### config.mk
export PLATFORM = sky130hd
export DESIGN_NAME = mem_arbiter
export DESIGN_NICKNAME = d
export VERILOG_FILES = /design/src/rtl/mem_arb_pkg.sv /design/src/rtl/mem_arb_pick.sv /design/src/rtl/mem_arbiter.sv
export SDC_FILE = /design/constraint.sdc
export NUM_CORES = 1
export LEC_CHECK = 0
export ABC_AREA = 1
export ABC_CLOCK_PERIOD_IN_PS = 2400
export BUFFER_PORTS_ARGS = -buffer_cell sky130_fd_sc_hd__buf_2
export CORE_AREA = 5 5 282 284
export DETAILED_ROUTE_END_ITERATION = 8
export DIE_AREA = 0 0 287 289
export HOLD_SLACK_MARGIN = 0.03
export PLACE_DENSITY_LB_ADDON = 0.1
export SYNTH_ARGS = -nofsm -noshare
export SYNTH_HDL_FRONTEND = slang
export SYNTH_SLANG_ARGS = --single-unit
### constraint.sdc
create_clock -name clk -period 2.4 [get_ports clk]
set_clock_uncertainty 0.15 [all_clocks]
set_input_delay 0.36 -clock clk [delete_from_list [all_inputs] [get_ports clk]]
set_output_delay 0.36 -clock clk [all_outputs]
set_load 0.03 [all_outputs]
### src/rtl/mem_arb_pkg.sv
// Shared definitions for the cache-to-memory arbiter: FSM state encoding,
// grant identifiers and default bus widths.
package mem_arb_pkg;

    localparam int DEF_ADDR_W = 28;
    localparam int DEF_DATA_W = 128;

    localparam logic GNT_I = 1'b0;
    localparam logic GNT_D = 1'b1;

    typedef enum logic [1:0] {
        IDLE    = 2'd0,
        SERV_I  = 2'd1,
        SERV_D  = 2'd2,
        RELEASE = 2'd3
    } state_t;

endpackage

### src/rtl/mem_arb_pick.sv
// Combinational winner select between the I-cache and D-cache requesters.
// Default build: fixed priority, D over I.
// With MEM_ARB_RR_EN defined: a tie goes to whoever did not win last time.
module mem_arb_pick
    import mem_arb_pkg::*;
(
    input  logic i_pend,
    input  logic d_pend,
    input  logic last_grant,
    output logic gnt_valid,
    output logic gnt_id
);

    // Pick a winner whenever at least one side is pending
    always_comb begin
        gnt_valid = i_pend | d_pend;
        gnt_id    = GNT_I;
`ifdef MEM_ARB_RR_EN
        if (i_pend && d_pend) begin
            gnt_id = (last_grant == GNT_I) ? GNT_D : GNT_I;
        end else if (d_pend) begin
            gnt_id = GNT_D;
        end
`else
        if (d_pend) begin
            gnt_id = GNT_D;
        end
`endif
    end

`ifndef MEM_ARB_RR_EN
    logic unused_last_grant;
    assign unused_last_grant = last_grant;
`endif

endmodule

### src/rtl/mem_arbiter.sv
// Shares the single off-chip memory port between the I-cache and D-cache.
// One block transfer at a time; every output is registered.
// Optional macro MEM_ARB_RR_EN: alternate grants on a tie instead of
// always favouring the D-cache.
module mem_arbiter
    import mem_arb_pkg::*;
#(
    parameter int ADDR_W = DEF_ADDR_W,
    parameter int DATA_W = DEF_DATA_W
) (
    input  logic              clk,
    input  logic              rst,
    input  logic              i_read,
    input  logic [ADDR_W-1:0] i_addr,
    output logic [DATA_W-1:0] i_rdata,
    output logic              i_ready,
    input  logic              d_read,
    input  logic              d_write,
    input  logic [ADDR_W-1:0] d_addr,
    input  logic [DATA_W-1:0] d_wdata,
    output logic [DATA_W-1:0] d_rdata,
    output logic              d_ready,
    output logic              mem_read,
    output logic              mem_write,
    output logic [ADDR_W-1:0] mem_addr,
    output logic [DATA_W-1:0] mem_wdata,
    input  logic [DATA_W-1:0] mem_rdata,
    input  logic              mem_ready,
    output logic              busy
);

    state_t              state_q, state_d;
    logic                mem_read_q, mem_read_d;
    logic                mem_write_q, mem_write_d;
    logic [ADDR_W-1:0]   mem_addr_q, mem_addr_d;
    logic [DATA_W-1:0]   mem_wdata_q, mem_wdata_d;
    logic [DATA_W-1:0]   i_rdata_q, i_rdata_d;
    logic [DATA_W-1:0]   d_rdata_q, d_rdata_d;
    logic                i_ready_q, i_ready_d;
    logic                d_ready_q, d_ready_d;
    logic                busy_q, busy_d;

    logic i_pend, d_pend;
    logic gnt_valid, gnt_id;
    logic last_grant;

    assign i_pend = i_read;
    assign d_pend = d_read | d_write;

    mem_arb_pick u_pick (
        .i_pend     (i_pend),
        .d_pend     (d_pend),
        .last_grant (last_grant),
        .gnt_valid  (gnt_valid),
        .gnt_id     (gnt_id)
    );

`ifdef MEM_ARB_RR_EN
    logic last_grant_q, last_grant_d;

    // Record the winner of every grant so the next tie goes the other way
    always_comb begin
        last_grant_d = last_grant_q;
        if (state_q == IDLE && gnt_valid) begin
            last_grant_d = gnt_id;
        end
    end

    // Grant history register, starts as if I had won last
    always_ff @(posedge clk) begin
        if (rst) begin
            last_grant_q <= GNT_I;
        end else begin
            last_grant_q <= last_grant_d;
        end
    end

    assign last_grant = last_grant_q;
`else
    assign last_grant = GNT_I;
`endif

    // Next-state and next-output logic for the grant/serve/release cycle
    always_comb begin
        state_d     = state_q;
        mem_read_d  = mem_read_q;
        mem_write_d = mem_write_q;
        mem_addr_d  = mem_addr_q;
        mem_wdata_d = mem_wdata_q;
        i_rdata_d   = i_rdata_q;
        d_rdata_d   = d_rdata_q;
        i_ready_d   = 1'b0;
        d_ready_d   = 1'b0;

        case (state_q)
            IDLE: begin
                if (gnt_valid) begin
                    if (gnt_id == GNT_D) begin
                        state_d    = SERV_D;
                        mem_addr_d = d_addr;
                        if (d_write) begin
                            mem_write_d = 1'b1;
                            mem_read_d  = 1'b0;
                            mem_wdata_d = d_wdata;
                        end else begin
                            mem_write_d = 1'b0;
                            mem_read_d  = 1'b1;
                            mem_wdata_d = '0;
                        end
                    end else begin
                        state_d     = SERV_I;
                        mem_addr_d  = i_addr;
                        mem_read_d  = 1'b1;
                        mem_write_d = 1'b0;
                        mem_wdata_d = '0;
                    end
                end
            end
            SERV_I: begin
                if (mem_ready) begin
                    mem_read_d = 1'b0;
                    i_rdata_d  = mem_rdata;
                    i_ready_d  = 1'b1;
                    state_d    = RELEASE;
                end
            end
            SERV_D: begin
                if (mem_ready) begin
                    if (mem_read_q) begin
                        d_rdata_d = mem_rdata;
                    end
                    mem_read_d  = 1'b0;
                    mem_write_d = 1'b0;
                    d_ready_d   = 1'b1;
                    state_d     = RELEASE;
                end
            end
            RELEASE: begin
                state_d = IDLE;
            end
            default: begin
                state_d = IDLE;
            end
        endcase

        busy_d = (state_d != IDLE);
    end

    // State and output registers; reset abandons any transfer in flight
    always_ff @(posedge clk) begin
        if (rst) begin
            state_q     <= IDLE;
            mem_read_q  <= 1'b0;
            mem_write_q <= 1'b0;
            mem_addr_q  <= '0;
            mem_wdata_q <= '0;
            i_rdata_q   <= '0;
            d_rdata_q   <= '0;
            i_ready_q   <= 1'b0;
            d_ready_q   <= 1'b0;
            busy_q      <= 1'b0;
        end else begin
            state_q     <= state_d;
            mem_read_q  <= mem_read_d;
            mem_write_q <= mem_write_d;
            mem_addr_q  <= mem_addr_d;
            mem_wdata_q <= mem_wdata_d;
            i_rdata_q   <= i_rdata_d;
            d_rdata_q   <= d_rdata_d;
            i_ready_q   <= i_ready_d;
            d_ready_q   <= d_ready_d;
            busy_q      <= busy_d;
        end
    end

    // A D-side read and writeback at the same time is a cache bug
    a_no_dual_d_req: assert property (@(posedge clk) disable iff (rst) !(d_read && d_write));

    assign mem_read  = mem_read_q;
    assign mem_write = mem_write_q;
    assign mem_addr  = mem_addr_q;
    assign mem_wdata = mem_wdata_q;
    assign i_rdata   = i_rdata_q;
    assign d_rdata   = d_rdata_q;
    assign i_ready   = i_ready_q;
    assign d_ready   = d_ready_q;
    assign busy      = busy_q;

endmodule

==> results of run 1 <==
-- Yosys cell counts (all sizes together) --
library cell | number | area [um^2]
nor2 | 327 | 1235
dfxtp | 419 | 8388
nor3 | 1 | 5.000
buf | 48 | 270.3
a21oi | 254 | 1309
a22oi | 7 | 52.55
inv | 139 | 521.8
o211ai | 1 | 7.510
nand3 | 126 | 630.6
ha | 6 | 75.07
o21ai | 315 | 1577
clkbuf | 111 | 416.7
nand2 | 188 | 735.7
-- power groups by stage --
stage	Clock (W)	Sequential [W]	Combinational (W)
finish	0.00805	0.00750	0.00326
global route	0.00865	0.00754	0.00354
CTS	0.00837	0.00750	0.00331
detailed placement	0	0.00765	0.00286
global placement	0	0.00764	0.00284
floorplan	0	0.00835	0.00103
-- final timing paths --
check                           cells past startpoint                       from  slack (ns)                   endpoint
worst min-delay path                                5                  d_addr[6]        0.10   mem_addr[6]$_SDFFE_PP0P_
worst max-delay path                                6      state_q[0]$_SDFF_PP0_        0.41   d_rdata[76]$_SDFFE_PP0P_
worst max register to register                      6      state_q[0]$_SDFF_PP0_        0.41   d_rdata[76]$_SDFFE_PP0P_
worst min register to register                      2  d_rdata[119]$_SDFFE_PP0P_        0.29  d_rdata[119]$_SDFFE_PP0P_
-- through the flow --
stage | setup slack (ns) | power, W | instance area, um^2 | hold WS, ns
after floorplan | 0.6914 | 0.009375 | 15220 | 0.3588
after global placement | 0.4318 | 0.01049 | 20020 | 0.2807
after detailed placement | 0.3640 | 0.01051 | 20020 | 0.2816
after CTS | 0.3634 | 0.01918 | 24910 | 0.04046
after global routing | 0.2111 | 0.01973 | 24920 | 0.07654
final | 0.4098 | 0.01881 | 24920 | 0.1019
-- layer usage --
| layer | vias to the layer above | routed length, um | part of all wire | GRT usage |
|---|---|---|---|---|
| li1 | 8281 | - | - | - |
| met1 | 7575 | 26170 | 0.39 | 0.1709 |
| met2 | 535 | 33850 | 0.50 | 0.2744 |
| met3 | 125 | 4902 | 0.073 | 0.04461 |
| met4 | 2 | 2595 | 0.038 | 0.05693 |
| met5 | - | 13 | 0.00019 | 0 |
-- flip-flops by register name (all words and copies together), names as in the netlist --
name and count:
state_q 2, busy 1, mem_wdata 128, d_rdata 128
mem_addr 28, i_ready 1, i_rdata 128, mem_write 1
mem_read 1, d_ready 1
-- worst max-delay path, cell delays in order, from the launching register on --
cell and delay, ns:
dfxtp_1 0.35, inv_1 0.19, ha_1 0.27, nand3_4 0.33, buf_12 0.30, o21ai_0 0.21, a21oi_1 0.06
-- cells by family (layout without fill, tap and decap cells) --
family | Yosys count | count (layout) | share of synthesized area
other | 0 | 1 | 0
flip-flops | 419 | 419 | 0.5510
AO/OA/AOI/OAI | 577 | 577 | 0.1935
adder cells (fa/ha/maj) | 6 | 6 | 0.004931
buffers and inverters | 298 | 1314 | 0.07939
AND/OR/NAND/NOR | 642 | 642 | 0.1712
-- area by class of cell --
cell class | count | area [um^2] | share of cell area
Antenna cell | 1 | 2.502 | 0.0001004
Clock buffer | 84 | 1594 | 0.06398
Clock inverter | 9 | 162.7 | 0.006528
Inverter | 139 | 529.3 | 0.02124
Multi-Input combinational cell | 1225 | 5664 | 0.2273
Sequential cell | 419 | 8388 | 0.3366
Tap cell | 1040 | 1301 | 0.05222
Timing Repair Buffer | 1082 | 7274 | 0.2920
==> metrics, run 1 <==
clock power share 0.428; final std cells w/o fill 3999; status completed; Final min period 1.990 ns; Final HPWL DP 48.89 mm; Synth warnings 0; final setup vio count 0; die area 82940 um^2; CP endpoint kind flop; max-slew violations 0; CTS tree built; Internal 0.01347 W; Total Routing Usage GR 0.1525; worst-case clock buffer depth 3; Clock Latency Late Sink 0.57 ns; Avg Inst Size Synth 7.839 um^2; peak fanout along the critical path 47; GR Overflow Total 0; pin count of the biggest net entering global routing 135; area grow syn2layout 63.67%; P_leak 11.11 nW; CTS clk-pin slew, worst paths 0.06 ns; Die W 287 um; Synth Register Bits 419; Max-slew headroom 0.5407; Die Y 289 um; vias 16518; Arrival @ worst endpoint 2.32 ns; hold buffers post-CTS 313; setup bufs post-CTS 0; power density over the cells 754.8 nW/um^2; Switch Pwr 0.005336 W; Sum Neg Setup Slack 0 ns; sw frac 0.2838; Starting Density 0.1981; critical path type reg2reg; register area share after synthesis 0.5510; startpoint types flop; Tcrit/Tclk final 0.8293; number of global-route vias before repair 16780; Ports 735; routed wire length 67.53 mm; First DRT Iteration DRCs 724; RSZ-0062 raised after global routing no; share of layout cells above drive strength 1 0.2951; GP Congestion 0.8185; antenna viol nets, final 0; placed cell count 3592; first-pass GRT wire length 100.1 mm; Sequential Power Share 0.399; post-CTS sizing 0; highest clock rate 502.5 MHz; synthesized area 15220 um^2; total CTS buffers 52; via/cell ratio 4.131; fin util 0.3243; Rows 102; Slew @ Worst Pin 0.6889 ns; Syn Nets 2266; clk sink count 419; Port Buffer Count 734; number of fill cells in the layout 8305; count of final hold-check violations 0; combinational power share 0.173; Worst Hold Class in2reg; core area 76830 um^2; most frequent cells in the layout 732 x buf_2, 419 x dfxtp_1, 326 x nor2_1, 313 x dlygate4sd3_1, 287 x o21ai_0; DRC 0; commonest non-fill, non-tap cell in the layout buf_2; layout net count 3243; initial antenna violation count 3; Worst EP required 2.73 ns; maximum vdd drop 0.4400 mV; Routed WL per cell 16.89 um; Unique masters post-synth 20; drt pass-1 iters 5; Clk Tree Root Cell clkbuf_16; CTS H-Tree Depth 2; Syn Inst Count 1942; Max-Cap Viols 0
(Power assumes the default switching activity.)
==> inputs of run 2 (changes only) <==
--- a/config.mk
+++ b/config.mk
@@ -6,7 +6,7 @@
 export NUM_CORES = 1
 export LEC_CHECK = 0
 export ABC_AREA = 1
-export ABC_CLOCK_PERIOD_IN_PS = 2400
+export ABC_CLOCK_PERIOD_IN_PS = 2000
 export BUFFER_PORTS_ARGS = -buffer_cell sky130_fd_sc_hd__buf_2
 export CORE_AREA = 5 5 282 284
 export DETAILED_ROUTE_END_ITERATION = 8
==> constraint.sdc (replaced) <==
create_clock -name clk -period 2 [get_ports clk]
set_clock_uncertainty 0.15 [all_clocks]
set_input_delay 0.3 -clock clk [delete_from_list [all_inputs] [get_ports clk]]
set_output_delay 0.3 -clock clk [all_outputs]
set_load 0.03 [all_outputs]
==> run 2 against run 1 <==
  * Cell area is 1.0% higher
  * Critical endpoint is now mem_addr[21]$_SDFFE_PP0P_
  * Sequential power increased by 20%
  * Largest power group unchanged
  * First-iteration DRC count fell by 16%
==> metrics, run 2 (synthesis gave the netlist of run 1 again) <==
maximum vdd drop 0.5896 mV (+34%); area of the multi-input gates 5664 um^2 (unchanged); Slew @ Worst Pin 0.7245 ns (+0.03567 ns); count of final hold-check violations 0 (unchanged); Sum Neg Setup Slack 0 ns (unchanged); Final HPWL DP 49.86 mm (+2.0%); number of global-route vias before repair 16699 (-0.48%); RSZ-0062 raised after global routing no; antenna viol nets, final 0 (unchanged); Starting Density 0.1981 (unchanged); Critical R2R Launch state_q[0]$_SDFF_PP0_; total CTS buffers 51 (-1.9%); CP Buf/Inv Count 4 (+2); Clock Latency Late Sink 0.57 ns (about the same); highest clock rate 521.4 MHz; Port Buffer Count 734 (unchanged); Critical Path End mem_addr[21]$_SDFFE_PP0P_; status completed; Max-Cap Viols 0 (unchanged); layout net count 3264 (+0.65%); worst setup path start d_read; RR Endpoint state_q[0]$_SDFF_PP0_; pin count of the biggest net entering global routing 135 (unchanged); via/cell ratio 4.111 (-0.48%); Arrival @ worst endpoint 2.22 ns (-0.10 ns); startpoint types primary input; power density over the cells 890.2 nW/um^2 (+18%); Max-slew headroom 0.5170 (-0.02378); first-pass GRT wire length 98.62 mm (-1.4%); Worst Hold Class in2reg; family with the most delay on the worst path buffers and inverters; Final min period 1.918 ns; Total Routing Usage GR 0.1507 (-0.001811); area grow syn2layout 65.35%; CTS tree built; Ports 735 (unchanged); Tcrit/Tclk final 0.9590; crit path max-delay cell type dlygate4sd3_1; Die Y 289 um (unchanged); worst-case clock buffer depth 3 (unchanged); Worst EP required 2.31 ns (-0.42 ns); CP cell instances dlygate4sd3_1 -> buf_2 -> buf_4 -> o21ai_0 -> nand2_1 -> dlygate4sd3_1 -> o21ai_0 -> nor2_1; Rows 102 (unchanged); clk sink count 419 (unchanged); GR Overflow Total 0 (unchanged); CTS H-Tree Depth 2 (unchanged); max-slew violations 0 (unchanged); most frequent cells in the layout 732 x buf_2, 418 x dfxtp_1, 326 x nor2_1, 317 x dlygate4sd3_1, 281 x o21ai_0; Worst Reg-to-Reg Cells 6 (unchanged); CTS clk-pin slew, worst paths 0.06 ns (about the same); CP Depth 8 (+2); CP endpoint kind flop; die area 82940 um^2 (unchanged); Clk Tree Root Cell clkbuf_16; P_leak 11.25 nW (+1.3%); critical path type in2reg; FF-to-FF setup slack 0.13 ns (-0.28 ns); final setup vio count 0 (unchanged); Die W 287 um (unchanged); routed wire length 67.31 mm (-0.33%); Sequential Area 8389 um^2 (about the same); Routed WL per cell 16.72 um (-0.97%); Hold Slack 0.1011 ns (-0.0007990 ns); First DRT Iteration DRCs 605 (-16%); GP Congestion 0.8321 (+1.7%); DRC 0 (unchanged); vias 16545 (+0.16%); share of layout cells above drive strength 1 0.3025 (+0.007319); core area 76830 um^2 (unchanged); peak fanout along the critical path 28 (-40%); initial antenna violation count 4 (+1); drt pass-1 iters 5 (unchanged); max incr delay on CP 0.57 ns (+0.22 ns); commonest non-fill, non-tap cell in the layout buf_2; number of fill cells in the layout 8380 (+0.90%)
run 2: cell types whose count changed in the layout (fill, tap and decap cells not counted), moves of 3 or more:
cell,change
clkinv_2,+8
o21ai_1,+6
clkbuf_1,-10
dlygate4sd3_1,+4
bufinv_16,-3
buf_12,+8
clkbuf_8,+5
diode_2,+5
o21ai_0,-6
buf_4,+9
run 2: worst min path at each step:
stage	endpoint	slack, ns	startpoint	cells after the start
finish	mem_write$_SDFFE_PP0P_	0.10	d_write	5
CTS	state_q[1]$_SDFF_PP0_	0.04	d_write	5
floorplan	i_rdata[108]$_SDFFE_PP0P_	0.30	mem_rdata[108]	2
global route	mem_wdata[2]$_SDFFE_PP0P_	0.09	d_write	4
detailed placement	d_rdata[118]$_SDFFE_PP0P_	0.28	d_rdata[118]$_SDFFE_PP0P_	2
global placement	d_rdata[108]$_SDFFE_PP0P_	0.28	d_rdata[108]$_SDFFE_PP0P_	2
run 2: layout make-up:
type	instances	share of cell area
clock inverter	14	0.004573
tap	1040	0.05170
inverter	139	0.02103
multi-input combinational	1225	0.2250
timing repair buffer	1104	0.3002
sequential	419	0.3333
antenna	6	0.0005965
clock buffer	78	0.06357
run 2: timing repair:
item | CTS | global route
endpoints found under the setup margin | 0 | 27
hold buffers | 317 | 0
gates resized for setup | 0 | 9
setup buffers | 0 | 0
endpoints found under the hold margin | 416 | 0
run 2: stage by stage:
stage	cells	worst slack [ns]	utilization	total power, W	instance area (um^2)
final	4025	0.08203	0.3276	0.02241	25170
after global routing	4023	0.001355	0.3276	0.02353	25170
after CTS	4019	0.02343	0.3273	0.02284	25150
after detailed placement	3610	0.1243	0.2637	0.01272	20260
after global placement	3610	0.1668	0.2637	0.01270	20260
after floorplan	1942	0.2914	-	0.01125	15220
run 2: metal layers:
metal / vias to the layer above / part of all wire / GRT usage
met4: 0 / 0.041 / 0.06163
met5: - / 0 / 0
li1: 8318 / - / -
met3: 129 / 0.068 / 0.04170
met1: 7597 / 0.39 / 0.1698
met2: 501 / 0.50 / 0.2692
run 2: power by group:
group	internal (W)	switching [W]
clock network	0.00562	0.00376
logic	0.00155	0.00247
registers	0.00879	0.000223
run 2: worst reg2reg max path, cell delays in order (launching register included):
cell and delay (ns):
dfxtp_2 0.37, inv_1 0.07, buf_4 0.15, ha_1 0.22
o211ai_1 0.12, dlygate4sd3_1 0.59, a21oi_1 0.06
